$ cat src/rtl/ebpc_pkg.sv
// Shared constants and types for the EBPC stream path (splitter and decoder).
package ebpc_pkg;

  localparam int LOG_MAX_WORDS   = 12;
  localparam int NUM_WORDS_BYTES = (LOG_MAX_WORDS + 7) / 8;

  typedef enum logic [1:0] {
    HDR,
    TAG,
    PAYLOAD
  } split_state_t;

  localparam logic TAG_SEL_BPC = 1'b1;

  function automatic logic [15:0] sat_inc16(input logic [15:0] v);
    return (v == 16'hFFFF) ? v : v + 16'd1;
  endfunction

endpackage

$ cat src/rtl/ebpc_stream_splitter.sv
// Splits one compressed byte stream into num_words, bpc and znz streams.
// Optional per-frame statistics outputs when EBPC_SPLIT_STATS_EN is defined.
module ebpc_stream_splitter
  import ebpc_pkg::*;
#(
  parameter int DATA_W   = 8,
  parameter int NW_BYTES = NUM_WORDS_BYTES
) (
  input  logic                     clk_i,
  input  logic                     rst_ni,
  input  logic [DATA_W-1:0]        in_i,
  input  logic                     in_last_i,
  input  logic                     in_vld_i,
  output logic                     in_rdy_o,
  output logic [LOG_MAX_WORDS-1:0] num_words_o,
  output logic                     num_words_vld_o,
  input  logic                     num_words_rdy_i,
  output logic [DATA_W-1:0]        bpc_o,
  output logic                     bpc_vld_o,
  input  logic                     bpc_rdy_i,
  output logic [DATA_W-1:0]        znz_o,
  output logic                     znz_vld_o,
  input  logic                     znz_rdy_i,
`ifdef EBPC_SPLIT_STATS_EN
  output logic [15:0]              stat_znz_bytes_o,
  output logic [15:0]              stat_bpc_bytes_o,
  output logic [15:0]              stat_frames_o,
`endif
  output logic                     err_o
);

  localparam int CNT_W = $clog2(NW_BYTES + 1);
  localparam int REM_W = DATA_W - 1;

  if (DATA_W != 8) begin : g_bad_width
    $error("ebpc_stream_splitter: only DATA_W = 8 is supported");
  end

  split_state_t             state_reg;
  logic [CNT_W-1:0]         hdr_cnt_reg;
  logic [REM_W-1:0]         rem_reg;
  logic                     sel_reg;
  logic [LOG_MAX_WORDS-1:0] nw_reg;
  logic                     nw_vld_reg;
  logic                     err_reg;
  logic                     run_reg;
  logic                     in_fire;

  // Payload bytes bypass any register so chunks stream at full rate.
  always_comb begin
    in_rdy_o  = 1'b0;
    bpc_vld_o = 1'b0;
    znz_vld_o = 1'b0;
    case (state_reg)
      HDR:     in_rdy_o = run_reg && !nw_vld_reg;
      TAG:     in_rdy_o = 1'b1;
      PAYLOAD: begin
        in_rdy_o  = (sel_reg == TAG_SEL_BPC) ? bpc_rdy_i : znz_rdy_i;
        bpc_vld_o = (sel_reg == TAG_SEL_BPC) && in_vld_i;
        znz_vld_o = (sel_reg != TAG_SEL_BPC) && in_vld_i;
      end
      default: in_rdy_o = 1'b0;
    endcase
  end

  assign in_fire         = in_vld_i && in_rdy_o;
  assign bpc_o           = in_i;
  assign znz_o           = in_i;
  assign num_words_o     = nw_reg;
  assign num_words_vld_o = nw_vld_reg;
  assign err_o           = err_reg;

  always_ff @(posedge clk_i or negedge rst_ni) begin
    if (!rst_ni) begin
      state_reg   <= HDR;
      hdr_cnt_reg <= '0;
      rem_reg     <= '0;
      sel_reg     <= 1'b0;
      nw_reg      <= '0;
      nw_vld_reg  <= 1'b0;
      err_reg     <= 1'b0;
      run_reg     <= 1'b0;
    end else begin
      run_reg <= 1'b1;
      if (nw_vld_reg && num_words_rdy_i) begin
        nw_vld_reg <= 1'b0;
      end
      if (in_fire) begin
        case (state_reg)
          HDR: begin
            // Little-endian header; bits beyond LOG_MAX_WORDS are dropped.
            for (int k = 0; k < LOG_MAX_WORDS; k++) begin
              if (hdr_cnt_reg == CNT_W'(k / 8)) begin
                nw_reg[k] <= in_i[k % 8];
              end
            end
            if (in_last_i) begin
              err_reg     <= 1'b1;
              hdr_cnt_reg <= '0;
            end else if (hdr_cnt_reg == CNT_W'(NW_BYTES - 1)) begin
              hdr_cnt_reg <= '0;
              nw_vld_reg  <= 1'b1;
              state_reg   <= TAG;
            end else begin
              hdr_cnt_reg <= hdr_cnt_reg + CNT_W'(1);
            end
          end
          TAG: begin
            if (in_last_i) begin
              err_reg   <= 1'b1;
              state_reg <= HDR;
            end else begin
              sel_reg   <= in_i[DATA_W-1];
              rem_reg   <= in_i[DATA_W-2:0];
              state_reg <= PAYLOAD;
            end
          end
          PAYLOAD: begin
            rem_reg <= rem_reg - REM_W'(1);
            if (rem_reg == '0) begin
              state_reg <= in_last_i ? HDR : TAG;
            end else if (in_last_i) begin
              err_reg   <= 1'b1;
              state_reg <= HDR;
            end
          end
          default: state_reg <= HDR;
        endcase
      end
    end
  end

`ifdef EBPC_SPLIT_STATS_EN
  logic [15:0] znz_acc_reg, bpc_acc_reg;
  logic [15:0] znz_acc_next, bpc_acc_next;
  logic [15:0] znz_stat_reg, bpc_stat_reg, frames_reg;
  logic        pay_fire, frame_end, frame_abort;

  assign pay_fire    = in_fire && (state_reg == PAYLOAD);
  assign frame_end   = pay_fire && (rem_reg == '0) && in_last_i;
  assign frame_abort = in_fire && in_last_i && !frame_end;

  always_comb begin
    znz_acc_next = znz_acc_reg;
    bpc_acc_next = bpc_acc_reg;
    if (pay_fire) begin
      if (sel_reg == TAG_SEL_BPC) bpc_acc_next = sat_inc16(bpc_acc_reg);
      else                        znz_acc_next = sat_inc16(znz_acc_reg);
    end
  end

  always_ff @(posedge clk_i or negedge rst_ni) begin
    if (!rst_ni) begin
      znz_acc_reg  <= '0;
      bpc_acc_reg  <= '0;
      znz_stat_reg <= '0;
      bpc_stat_reg <= '0;
      frames_reg   <= '0;
    end else if (frame_end) begin
      znz_stat_reg <= znz_acc_next;
      bpc_stat_reg <= bpc_acc_next;
      frames_reg   <= frames_reg + 16'd1;
      znz_acc_reg  <= '0;
      bpc_acc_reg  <= '0;
    end else if (frame_abort) begin
      znz_acc_reg <= '0;
      bpc_acc_reg <= '0;
    end else begin
      znz_acc_reg <= znz_acc_next;
      bpc_acc_reg <= bpc_acc_next;
    end
  end

  assign stat_znz_bytes_o = znz_stat_reg;
  assign stat_bpc_bytes_o = bpc_stat_reg;
  assign stat_frames_o    = frames_reg;
`endif

endmodule

$ cat config.mk
export PLATFORM = sky130hd
export DESIGN_NAME = ebpc_stream_splitter
export DESIGN_NICKNAME = d
export VERILOG_FILES = /design/src/rtl/ebpc_pkg.sv /design/src/rtl/ebpc_stream_splitter.sv
export SDC_FILE = /design/constraint.sdc
export NUM_CORES = 1
export LEC_CHECK = 0
export ABC_AREA = 1
export ABC_CLOCK_PERIOD_IN_PS = 1300
export BUFFER_PORTS_ARGS = -buffer_cell sky130_fd_sc_hd__buf_2
export CORE_MARGIN = 10
export CORE_UTILIZATION = 45
export DETAILED_ROUTE_END_ITERATION = 12
export PLACE_DENSITY = 0.84
export SYNTH_ARGS = -nofsm -noshare
export SYNTH_HDL_FRONTEND = slang
export SYNTH_SLANG_ARGS = --single-unit
$ cat constraint.sdc
create_clock -name clk_i -period 1.3 [get_ports clk_i]
set_input_delay 0.39 -clock clk_i [delete_from_list [all_inputs] [get_ports clk_i]]
set_output_delay 0.39 -clock clk_i [all_outputs]
set_load 0.02 [all_outputs]
==> metrics.md <==
| Metric | Value |
|---|---|
| Syn Nets | 227 |
| Violated checks | negative setup slack |
| R2R Setup Slk | -0.27 ns |
| Crit-path leading delay family | flip-flops |
| First-pass GRT wire length | 7.16 mm |
| Die Ht | 79.7 µm |
| Period utilization | 131% |
| Worst VDD drop | 1.54 mV |
| Clock Tree Root | clkbuf_4 |
| GR Overflow Total | 0 |
| Seq cells post-synth | 27 |
| Die area | 6340 µm² |
| Crit path launch type | flop |
| Setup crit end kind | primary output |
| Clock sinks | 27 |
| Ports | 48 |
| Placer Congestion | 0.921 |
| Pwr Density | 2270 nW/µm² |
| Pins Over Slew Limit | 0 |
| Finished Layout Cells | 330 |
| Fin. Hold Viols | 0 |
| Total Wirelength | 5.00 mm |
| Status | finished, violations left |
| Worst Hold Depth | 3 |
| Wire per inst | 15.1 µm |
| R2R Path End | err_o$_DFFE_PN0P_ |
| H-tree depth | 1 |
| Clk buf depth | 2 |
| R2R Path Start | state_reg[1]$_DFFE_PN0P_ |
| Most frequent cells in the layout | nand2_1, buf_4, buf_2 |
| Post-Synth Simple-Gate Area | 35.0% |
| Critical path class | reg -> out |
| Top sig layer | met4 |
| CP max stage delay | 0.48 ns |
| Final setup viols | 30 |
| Worst path slowest cell | dfrtp_2 |
| Max FFs per register | 12 |
| Worst r2r path cells | 9 |
| Residual DRC | 0 |
| Crit-path max FO | 3 |
| Mapped Area | 1600 µm² |
| Yosys warnings | 0 |
| Final nets | 302 |
| Post-Synth Adder-Cell Area | 1.56% |
| Hold Path End | num_words_o[6]$_DFFE_PN0P_ |
| Largest family of logic cells by synthesized area | simple AND/OR/NAND/NOR gates |
| Routed Antenna Nets | 0 |
| Req. time, crit path | 0.91 ns |
| Layout Skew | 0.00140 ns |
| Metal-1 WL | 1.86 mm |
| Initial antenna violation count | 0 |
| I/O Buffers | 47 |
| Critical Path, Cell by Cell | nor2_4 > inv_4 > nor3_4 > buf_6 |
| Hold_sp | in_i[6] |
| Clk slew on worst S/H paths | 0.15 ns |
| Vias | 1734 |
| Distinct cells, synth | 22 |
| Worst-skew pair later-pin latency | 0.33 ns |
| CTS buffer count | 3 |
| Iteration-0 DRC Markers | 116 |
| CP bufs+invs | 2 |
| Mux cell area share after synthesis | 0% |
| Area fraction of the dominant cell type after synthesis | 42.2% |
| Share of cells above drive strength 1 | 46.5% |
| Largest net degree at the start of global routing | 28 |
| Min-Delay Path Class | in -> reg |
| Met2 wire len | 2.64 mm |
| GRT Util Overall | 13.5% |
| Core Footprint | 3390 µm² |
| # placed instances | 306 |
| Layout area overhead | 50.5% |
| Post-synthesis xor/xnor area fraction | 0% |
| Setup ws final | -0.409 ns |
| Vias in the first global route | 1636 |
| WL met3 | 431 µm |
| DP HPWL | 3.14 mm |
| Area contributors post-synth | dfrtp_1, nand2_1, buf_4 |
| DIE WIDTH | 79.7 µm |
| Max Cap Violations | 0 |
| Mapped Cells | 210 |
| RSZ-0062 raised after global routing | yes |
| Max Freq | 585 MHz |
| Cell Area, Placed | 1970 µm² |
| Commonest non-fill, non-tap cell in the layout | nand2_1 |
| Via-to-Cell Ratio | 5.25 |
| Inserted Diodes | 0 |
| Synth Area in Compound Gates | 6.80% |
| Pre-antenna DRT Iters | 4 |
| Design area | 2410 µm² |
| Avg Inst Size Synth | 7.63 µm² |
| Critical Path AT | 1.32 ns |
| Initial Utilization | 47.2% |
| Min Tclk post-route | 1.71 ns |
| Row cnt | 21 |
| Leakage | 1.29 nW |
| Register area share after synthesis | 42.2% |
| Synth area leader | dfrtp_1 |
| CTS tree | done |
## worst register-to-register path: stages (launching register included)
cell,delay (ns)
dfrtp_1,0.42
inv_2,0.13
nand3_2,0.10
nand2_2,0.09
inv_4,0.05
buf_6,0.11
a21oi_4,0.21
buf_6,0.17
nand2_1,0.06
o21bai_1,0.15
## area by class of cell
cell class | instances | area, µm²
multi-input cells | 143 | 823
inverters | 20 | 80.1
fillers | 252 | 980
repair buffers | 90 | 741
flip-flops and latches | 27 | 678
clock buffers | 3 | 22.5
clock inverters | 1 | 7.51
well taps | 46 | 57.6
## routing by layer
layer  up-vias  global-route usage (%)
met5         -                       0
met4         0                    3.05
met3         8                    6.08
met2        72                    23.5
met1       839                    14.7
li1        815                       -
## worst max path at each step
| stage | cells after the start | end | slack, ns | startpoint |
|---|---|---|---|---|
| 3_3_place_gp | 7 | rem_reg[0]$_DFFE_PN0P_ | -0.07 | state_reg[0]$_DFFE_PN0P_ |
| 6_report | 4 | znz_vld_o | -0.41 | state_reg[0]$_DFFE_PN0P_ |
| 2_1_floorplan | 4 | bpc_vld_o | -0.18 | state_reg[0]$_DFFE_PN0P_ |
| 5_1_grt | 4 | bpc_vld_o | -0.47 | state_reg[0]$_DFFE_PN0P_ |
| 4_1_cts | 5 | znz_vld_o | -0.39 | state_reg[1]$_DFFE_PN0P_ |
| 3_5_place_dp | 7 | rem_reg[5]$_DFFE_PN0P_ | -0.10 | state_reg[0]$_DFFE_PN0P_ |
## cells in the mapped netlist (all sizes together)
| cell | count |
|---|---|
| a21oi | 4 |
| buf | 20 |
| conb | 1 |
| dfrtp | 27 |
| ha | 2 |
| inv | 20 |
| nand2 | 76 |
| nand3 | 9 |
| nand3b | 1 |
| nand4 | 18 |
| nor2 | 16 |
| nor3 | 2 |
| o21ai | 11 |
| o21bai | 3 |
## report_power, final
group | internal (mW) | total [mW] | switching [mW]
Sequential | 1.18 | 1.46 | 0.284
Clock | 0.118 | 0.382 | 0.264
Combinational | 1.69 | 3.63 | 1.94
Total | 2.99 | 5.48 | 2.49
## through the flow
step | setup TNS, ns | utilization [%] | power, mW | setup WS, ns | hold slack, ns
5_1_grt | -8.78 | 71.1 | 5.87 | -0.475 | 0.320
3_3_place_gp | -1.06 | 58.2 | 3.96 | -0.0713 | 0.347
2_1_floorplan | -0.615 | - | 3.09 | -0.176 | 0.0944
3_5_place_dp | -1.77 | 58.2 | 4.04 | -0.103 | 0.349
4_1_cts | -5.30 | 63.7 | 4.74 | -0.392 | 0.320
6_report | -5.97 | 71.1 | 5.48 | -0.409 | 0.322
## timing repair
item / CTS / global route
pin swaps: 4 / 10
setup endpoints to repair: 29 / 43
hold endpoints to repair: 27 / 0
hold buffers: 1 / 0
setup buffers: 7 / 12
gates resized for setup: 14 / 59
gates cloned: 1 / 1
## cell families (layout without fill, tap and decap cells)
logic type | Yosys count | count (layout)
and+or+nand+nor | 122 | 122
DFF | 27 | 27
buffers and inverters | 40 | 114
other | 1 | 1
AOI/OAI and AO/OA | 18 | 18
adders and majority gates | 2 | 2
Note: power is estimated with default switching activity, not from simulation.
